### config.mk
export PLATFORM = sky130hd
export DESIGN_NAME = mem_arbiter
export DESIGN_NICKNAME = d
export VERILOG_FILES = /design/src/rtl/mem_arbiter.sv
export SDC_FILE = /design/constraint.sdc
export NUM_CORES = 1
export LEC_CHECK = 0
export BUFFER_PORTS_ARGS = -buffer_cell sky130_fd_sc_hd__buf_2
export CORE_AREA = 4 4 281 283
export DETAILED_ROUTE_END_ITERATION = 7
export DIE_AREA = 0 0 285 287
export GPL_TIMING_DRIVEN = 0
export SYNTH_ARGS = -nofsm -noshare
export SYNTH_HDL_FRONTEND = slang
export SYNTH_SLANG_ARGS = --single-unit
### constraint.sdc
create_clock -name clk_i -period 1.4 [get_ports clk_i]
set_input_delay 0 -clock clk_i [delete_from_list [all_inputs] [get_ports clk_i]]
set_output_delay 0 -clock clk_i [all_outputs]
set_load 0.05 [all_outputs]
### src/rtl/mem_arbiter.sv
// mem_arbiter: shares one main-memory line port between the icache and the
// dcache. Round-robin on ties, with a lock that keeps a dirty-line write-back
// and its refill back to back. Every transaction is followed by one dead cycle.
module mem_arbiter #(
    parameter int ADDR_W = 28,
    parameter int LINE_W = 128
) (
    input  logic              clk_i,
    input  logic              rst_n_i,
    // icache miss interface
    input  logic              ic_read_i,
    input  logic [ADDR_W-1:0] ic_addr_i,
    output logic [LINE_W-1:0] ic_rdata_o,
    output logic              ic_ready_o,
    // dcache miss / write-back interface
    input  logic              dc_read_i,
    input  logic              dc_write_i,
    input  logic [ADDR_W-1:0] dc_addr_i,
    input  logic [LINE_W-1:0] dc_wdata_i,
    output logic [LINE_W-1:0] dc_rdata_o,
    output logic              dc_ready_o,
    // main-memory port
    output logic              mem_read_o,
    output logic              mem_write_o,
    output logic [ADDR_W-1:0] mem_addr_o,
    output logic [LINE_W-1:0] mem_wdata_o,
    input  logic [LINE_W-1:0] mem_rdata_i,
    input  logic              mem_ready_i,
    // debug: 00 idle, 01 icache, 10 dcache, 11 gap
    output logic [1:0]        grant_o
);

    // Encoding doubles as the debug grant value.
    typedef enum logic [1:0] {
        IDLE  = 2'b00,
        GNT_I = 2'b01,
        GNT_D = 2'b10,
        GAP   = 2'b11
    } state_e;

    state_e state_q, state_d;
    logic   rr_last_q, rr_last_d;   // last owner: 0 = icache, 1 = dcache
    logic   lock_q, lock_d;         // refill after write-back pre-empts icache

    logic   ic_ready_d, dc_ready_d;
    logic   rd_d, wr_d;

    logic   ic_req, dc_req;
    assign ic_req = ic_read_i;
    assign dc_req = dc_read_i | dc_write_i;

    // State, round-robin pointer and lock registers with synchronous reset.
    always_ff @(posedge clk_i) begin
        if (!rst_n_i) begin
            state_q   <= IDLE;
            rr_last_q <= 1'b0;
            lock_q    <= 1'b0;
        end else begin
            state_q   <= state_d;
            rr_last_q <= rr_last_d;
            lock_q    <= lock_d;
        end
    end

    // Next-state, arbitration and per-owner strobe / completion decode.
    always_comb begin
        state_d    = state_q;
        rr_last_d  = rr_last_q;
        lock_d     = lock_q;
        ic_ready_d = 1'b0;
        dc_ready_d = 1'b0;
        rd_d       = 1'b0;
        wr_d       = 1'b0;
        mem_addr_o = ic_addr_i;
        case (state_q)
            IDLE: begin
                // The lock lives for exactly one IDLE decision.
                lock_d = 1'b0;
                if (lock_q && dc_read_i) begin
                    state_d = GNT_D;
                end else if (ic_req && dc_req) begin
                    state_d = rr_last_q ? GNT_I : GNT_D;
                end else if (ic_req) begin
                    state_d = GNT_I;
                end else if (dc_req) begin
                    state_d = GNT_D;
                end
            end
            GNT_I: begin
                rd_d = 1'b1;
                if (mem_ready_i) begin
                    ic_ready_d = 1'b1;
                    rr_last_d  = 1'b0;
                    state_d    = GAP;
                end
            end
            GNT_D: begin
                mem_addr_o = dc_addr_i;
                // A simultaneous read+write performs only the write.
                rd_d       = dc_read_i & ~dc_write_i;
                wr_d       = dc_write_i;
                if (mem_ready_i) begin
                    dc_ready_d = 1'b1;
                    rr_last_d  = 1'b1;
                    lock_d     = dc_write_i;
                    state_d    = GAP;
                end
            end
            GAP: begin
                state_d = IDLE;
            end
            default: begin
                state_d = IDLE;
            end
        endcase
    end

    // Outputs are forced low while reset is asserted so an in-flight
    // mem_ready cannot complete an abandoned transaction.
    assign mem_read_o  = rst_n_i & rd_d;
    assign mem_write_o = rst_n_i & wr_d;
    assign ic_ready_o  = rst_n_i & ic_ready_d;
    assign dc_ready_o  = rst_n_i & dc_ready_d;
    assign grant_o     = rst_n_i ? state_q : 2'b00;

    assign mem_wdata_o = dc_wdata_i;
    assign ic_rdata_o  = mem_rdata_i;
    assign dc_rdata_o  = mem_rdata_i;

endmodule

==> impl_summary.md <==
Critical path
The setup slack of the most critical reg-to-reg path is -0.12 ns. STA classifies the critical path startpoint as a flop. The family with the most delay on the worst path is buffers and inverters. STA classifies the critical path endpoint as an output pin. The terminus of the critical flop-to-flop path is state_q[1]$_SDFFE_PN0P_. Counting both buffers and inverters, the worst setup path holds a total of 4.

For the worst setup path, the data required time is 1.40 ns. The worst register-to-register path begins at state_q[0]$_SDFFE_PN0P_. For the worst flop-to-flop path, the logic depth is 7. By instance count, the cell type seen most on the critical path is sky130_fd_sc_hd__buf_12.

STA puts the critical path data arrival time at 1.59 ns. The largest single stage delay on the critical path is 0.34 ns. The critical path is of the reg2out type. The slowest stage of the critical path is the sky130_fd_sc_hd__mux2_2 cell. Walking the worst path, the cells encountered are inv_2, ha_4, buf_12, buf_12, mux2_2, buf_6. The largest fanout on the critical path is 8.

Power and ir drop
The largest vdd supply drop is 1.19 mV. The power density of the placed cells is 942 nW/µm². In this run the static leakage power is 4.28 nW.

Synthesis
The netlist area before placement is 3540 µm². The total nets after synthesis is 777. The number of warnings reported in the yosys synthesis log is 0.

In this run the mean area of a mapped cell was 7.78 µm². The cell count after synthesis came out at 455. In this run, synthesis produced a sequential element count of 4.

The synthesized netlist contains 23 unique library cells. The sequential-to-total area share from yosys stat is 0.0226.

Timing
The worst-case clock skew is 0.00194 ns. The setup slack of the critical path after layout is -0.189 ns. In this run the tightest slew margin relative to its limit is 0.770. The number of hold violations in the final report is 0. At the pin with the least slew margin, the transition time is 0.348 ns. The number of endpoints failing setup at the final stage is 32. Setup repair after global routing could not meet its margin everywhere.

The fmax is 629 MHz. The number of max-slew violations in the final report came to 0. The post-route fraction of the period consumed by the critical path is 1.14. The final period demand of the worst path is 1.59 ns.

CTS
Buffers inserted during clock tree synthesis total 3. The CTS H-tree depth is 1. The deepest clock path buffer count is 2.

The clock drives 4 sinks. The clock-pin slew on the worst setup and hold paths is 0.03 ns. Clock tree synthesis selected as its root buffer the cell sky130_fd_sc_hd__clkbuf_16. The clock tree from TritonCTS is built. The clock reaches the later pin of the worst-skew pair after 0.22 ns.

Floorplan
Measured along the y axis, the die boundary spans 287 µm. The core area is 76700 µm². For this design the top-level I/O count stands at 736. The number of placement rows is 102. The die outline area is 81800 µm². Measured along the x axis, the die boundary spans 285 µm. The starting utilization of the core area is 0.0461.

Detailed routing
The total wire length after detailed routing is 30200 µm. The number of nets with antenna violations after routing is 0. The sum of met3 wire segment lengths after detailed routing is 4170 µm. After detailed routing, the number of remaining DRC violations is 0. The final routed wire length divided by cell count is 15.2 µm. The total length of routed met2 wires is 15600 µm. The first TritonRoute pass finished after 4 iterations. After detailed routing, no signal wire sits above met5. After detailed routing, the wire length on met1 is 9340 µm. Summing over every cut layer, the via total after detailed routing is 4352. The initial DRC count is 67. The vias per cell is 2.18.

Placement
In this run the cell area measured after placement is 7250 µm². The setup slack at placement is -0.538 ns. Detailed placement finished with a half-perimeter wire length of 28700 µm. The weighted congestion reported at the end of routability-driven placement is 0.955. In this run the tool buffered the top-level ports with 479 buffer cells.

Global route
For this run the aggregate overflow at the end of global routing stands at 0. The first global-routing pass estimated 35700 µm of wire. The number of antenna violations at the first check in global routing is 28. In the global route stage, overall resource usage came out at 0.0648. The number of global-route vias before repair was 4249. Entering global routing, the biggest net connects 11 pins.

Hold path
Counting instances, the worst hold path has a depth of 3. The startpoint identified for the worst hold timing path is rst_n_i. The path with the worst hold slack has its endpoint at state_q[0]$_SDFFE_PN0P_. In this run the worst hold path is classified as in2reg.

Run
The number of maximum-capacitance constraint violations is 0.

Finish
The most common library cell in the layout ignoring fill and taps is sky130_fd_sc_hd__buf_2. The area growth from synthesis to layout is 124%. The proportion of layout cells with a drive suffix above 1 is 0.975. The net count reported at finish is 1270. The finished cells cover 7920 µm².

In the layout the commonest cells are sky130_fd_sc_hd__buf_2, sky130_fd_sc_hd__buf_4, sky130_fd_sc_hd__mux2_4, sky130_fd_sc_hd__buf_8, sky130_fd_sc_hd__buf_6.

Status
The run finished, with violations left. The final reports fail on setup timing.
==> worst max path at each step <==
| stage | start | to | slack [ns] | depth (start not counted) |
|---|---|---|---|---|
| detailed placement | state_q[0]$_SDFFE_PN0P_ | mem_addr_o[23] | -0.54 | 6 |
| global placement | state_q[0]$_SDFFE_PN0P_ | mem_addr_o[23] | -0.55 | 6 |
| CTS | state_q[0]$_SDFFE_PN0P_ | mem_addr_o[1] | -0.20 | 6 |
| finish | state_q[0]$_SDFFE_PN0P_ | mem_addr_o[9] | -0.19 | 6 |
| floorplan | state_q[0]$_SDFFE_PN0P_ | state_q[1]$_SDFFE_PN0P_ | -0.04 | 5 |
| global route | state_q[0]$_SDFFE_PN0P_ | mem_addr_o[9] | -0.22 | 6 |
==> worst reg2reg max path, stage by stage, from the launching register on <==
cell and delay, ns:
sky130_fd_sc_hd__dfxtp_2 0.32, sky130_fd_sc_hd__inv_2 0.05, sky130_fd_sc_hd__buf_4 0.13, sky130_fd_sc_hd__buf_6 0.12
sky130_fd_sc_hd__ha_2 0.19, sky130_fd_sc_hd__nor4b_4 0.14, sky130_fd_sc_hd__or2_4 0.26, sky130_fd_sc_hd__a22o_1 0.21
==> cell type report <==
class                           instances  area (µm²)
Buffer                                388        2960
Inverter                                4        15.0
Sequential cell                         4        82.6
Antenna cell                            9        22.5
Tap cell                             1040        1300
Clock buffer                            3        75.1
Fill cell                            8879       68800
Timing Repair Buffer                  488        2800
Multi-Input combinational cell         59         671
==> metrics by stage <==
stage / util / hold slack, ns / std cells / total power, mW / setup TNS [ns]
finish: 0.103 / 0.164 / 1995 / 7.46 / -4.45
detailed placement: 0.0945 / 0.303 / 1974 / 5.89 / -12.98
global route: 0.103 / 0.186 / 1988 / 7.73 / -5.69
floorplan: - / 0.165 / 455 / 4.72 / -0.319
CTS: 0.101 / 0.155 / 1981 / 7.15 / -4.67
global placement: 0.0945 / 0.303 / 1974 / 5.88 / -13.11
==> synthesized netlist by cell type, drive strengths merged <==
| cell type | number | area, µm² |
|---|---|---|
| or2 | 1 | 6.26 |
| a21oi | 1 | 5.00 |
| and3 | 2 | 12.5 |
| buf | 388 | 2910 |
| nor3b | 1 | 7.51 |
| a221oi | 1 | 15.0 |
| nor2b | 2 | 15.0 |
| nor4b | 1 | 15.0 |
| nor2 | 7 | 26.3 |
| a22o | 1 | 8.76 |
| o21ai | 1 | 5.00 |
| a21boi | 1 | 7.51 |
| dfxtp | 4 | 80.1 |
| mux2 | 29 | 327 |
| nor3 | 2 | 10.0 |
| nand2 | 2 | 7.51 |
| a31oi | 1 | 6.26 |
| inv | 4 | 15.0 |
| o211ai | 1 | 7.51 |
| a22oi | 1 | 7.51 |
| ha | 4 | 50.1 |
==> per-layer routing <==
metal	track usage	vias up
met5	0	-
met4	0.0177	38
met3	0.0361	60
met2	0.123	413
met1	0.0599	1818
li1	-	2023
==> state kept, by name (all words and copies together) (netlist names) <==
signal,count
state_q,2
rr_last_q,1
lock_q,1
==> power by group <==
part | internal (mW) | total (mW) | switching (mW)
Sequential | 0.152 | 0.178 | 0.0263
Combinational | 2.62 | 6.84 | 4.22
Clock | 0.365 | 0.441 | 0.0770
Total | 3.14 | 7.46 | 4.33
==> logic make-up after synthesis <==
family,count (synthesis),share of synthesized area
AND/OR/NAND/NOR,18,0.0283
AO/OA/AOI/OAI,8,0.0177
flip-flops,4,0.0226
adder cells (fa/ha/maj),4,0.0141
buffers and inverters,392,0.825
multiplexers,29,0.0923
==> repair_timing <==
action	CTS	global route
gates cloned	1	1
setup buffers	3	4
gates resized for setup	101	32
endpoints found under the setup margin	35	34
hold buffers	0	0
pin swaps	0	5
(Power assumes the default switching activity.)
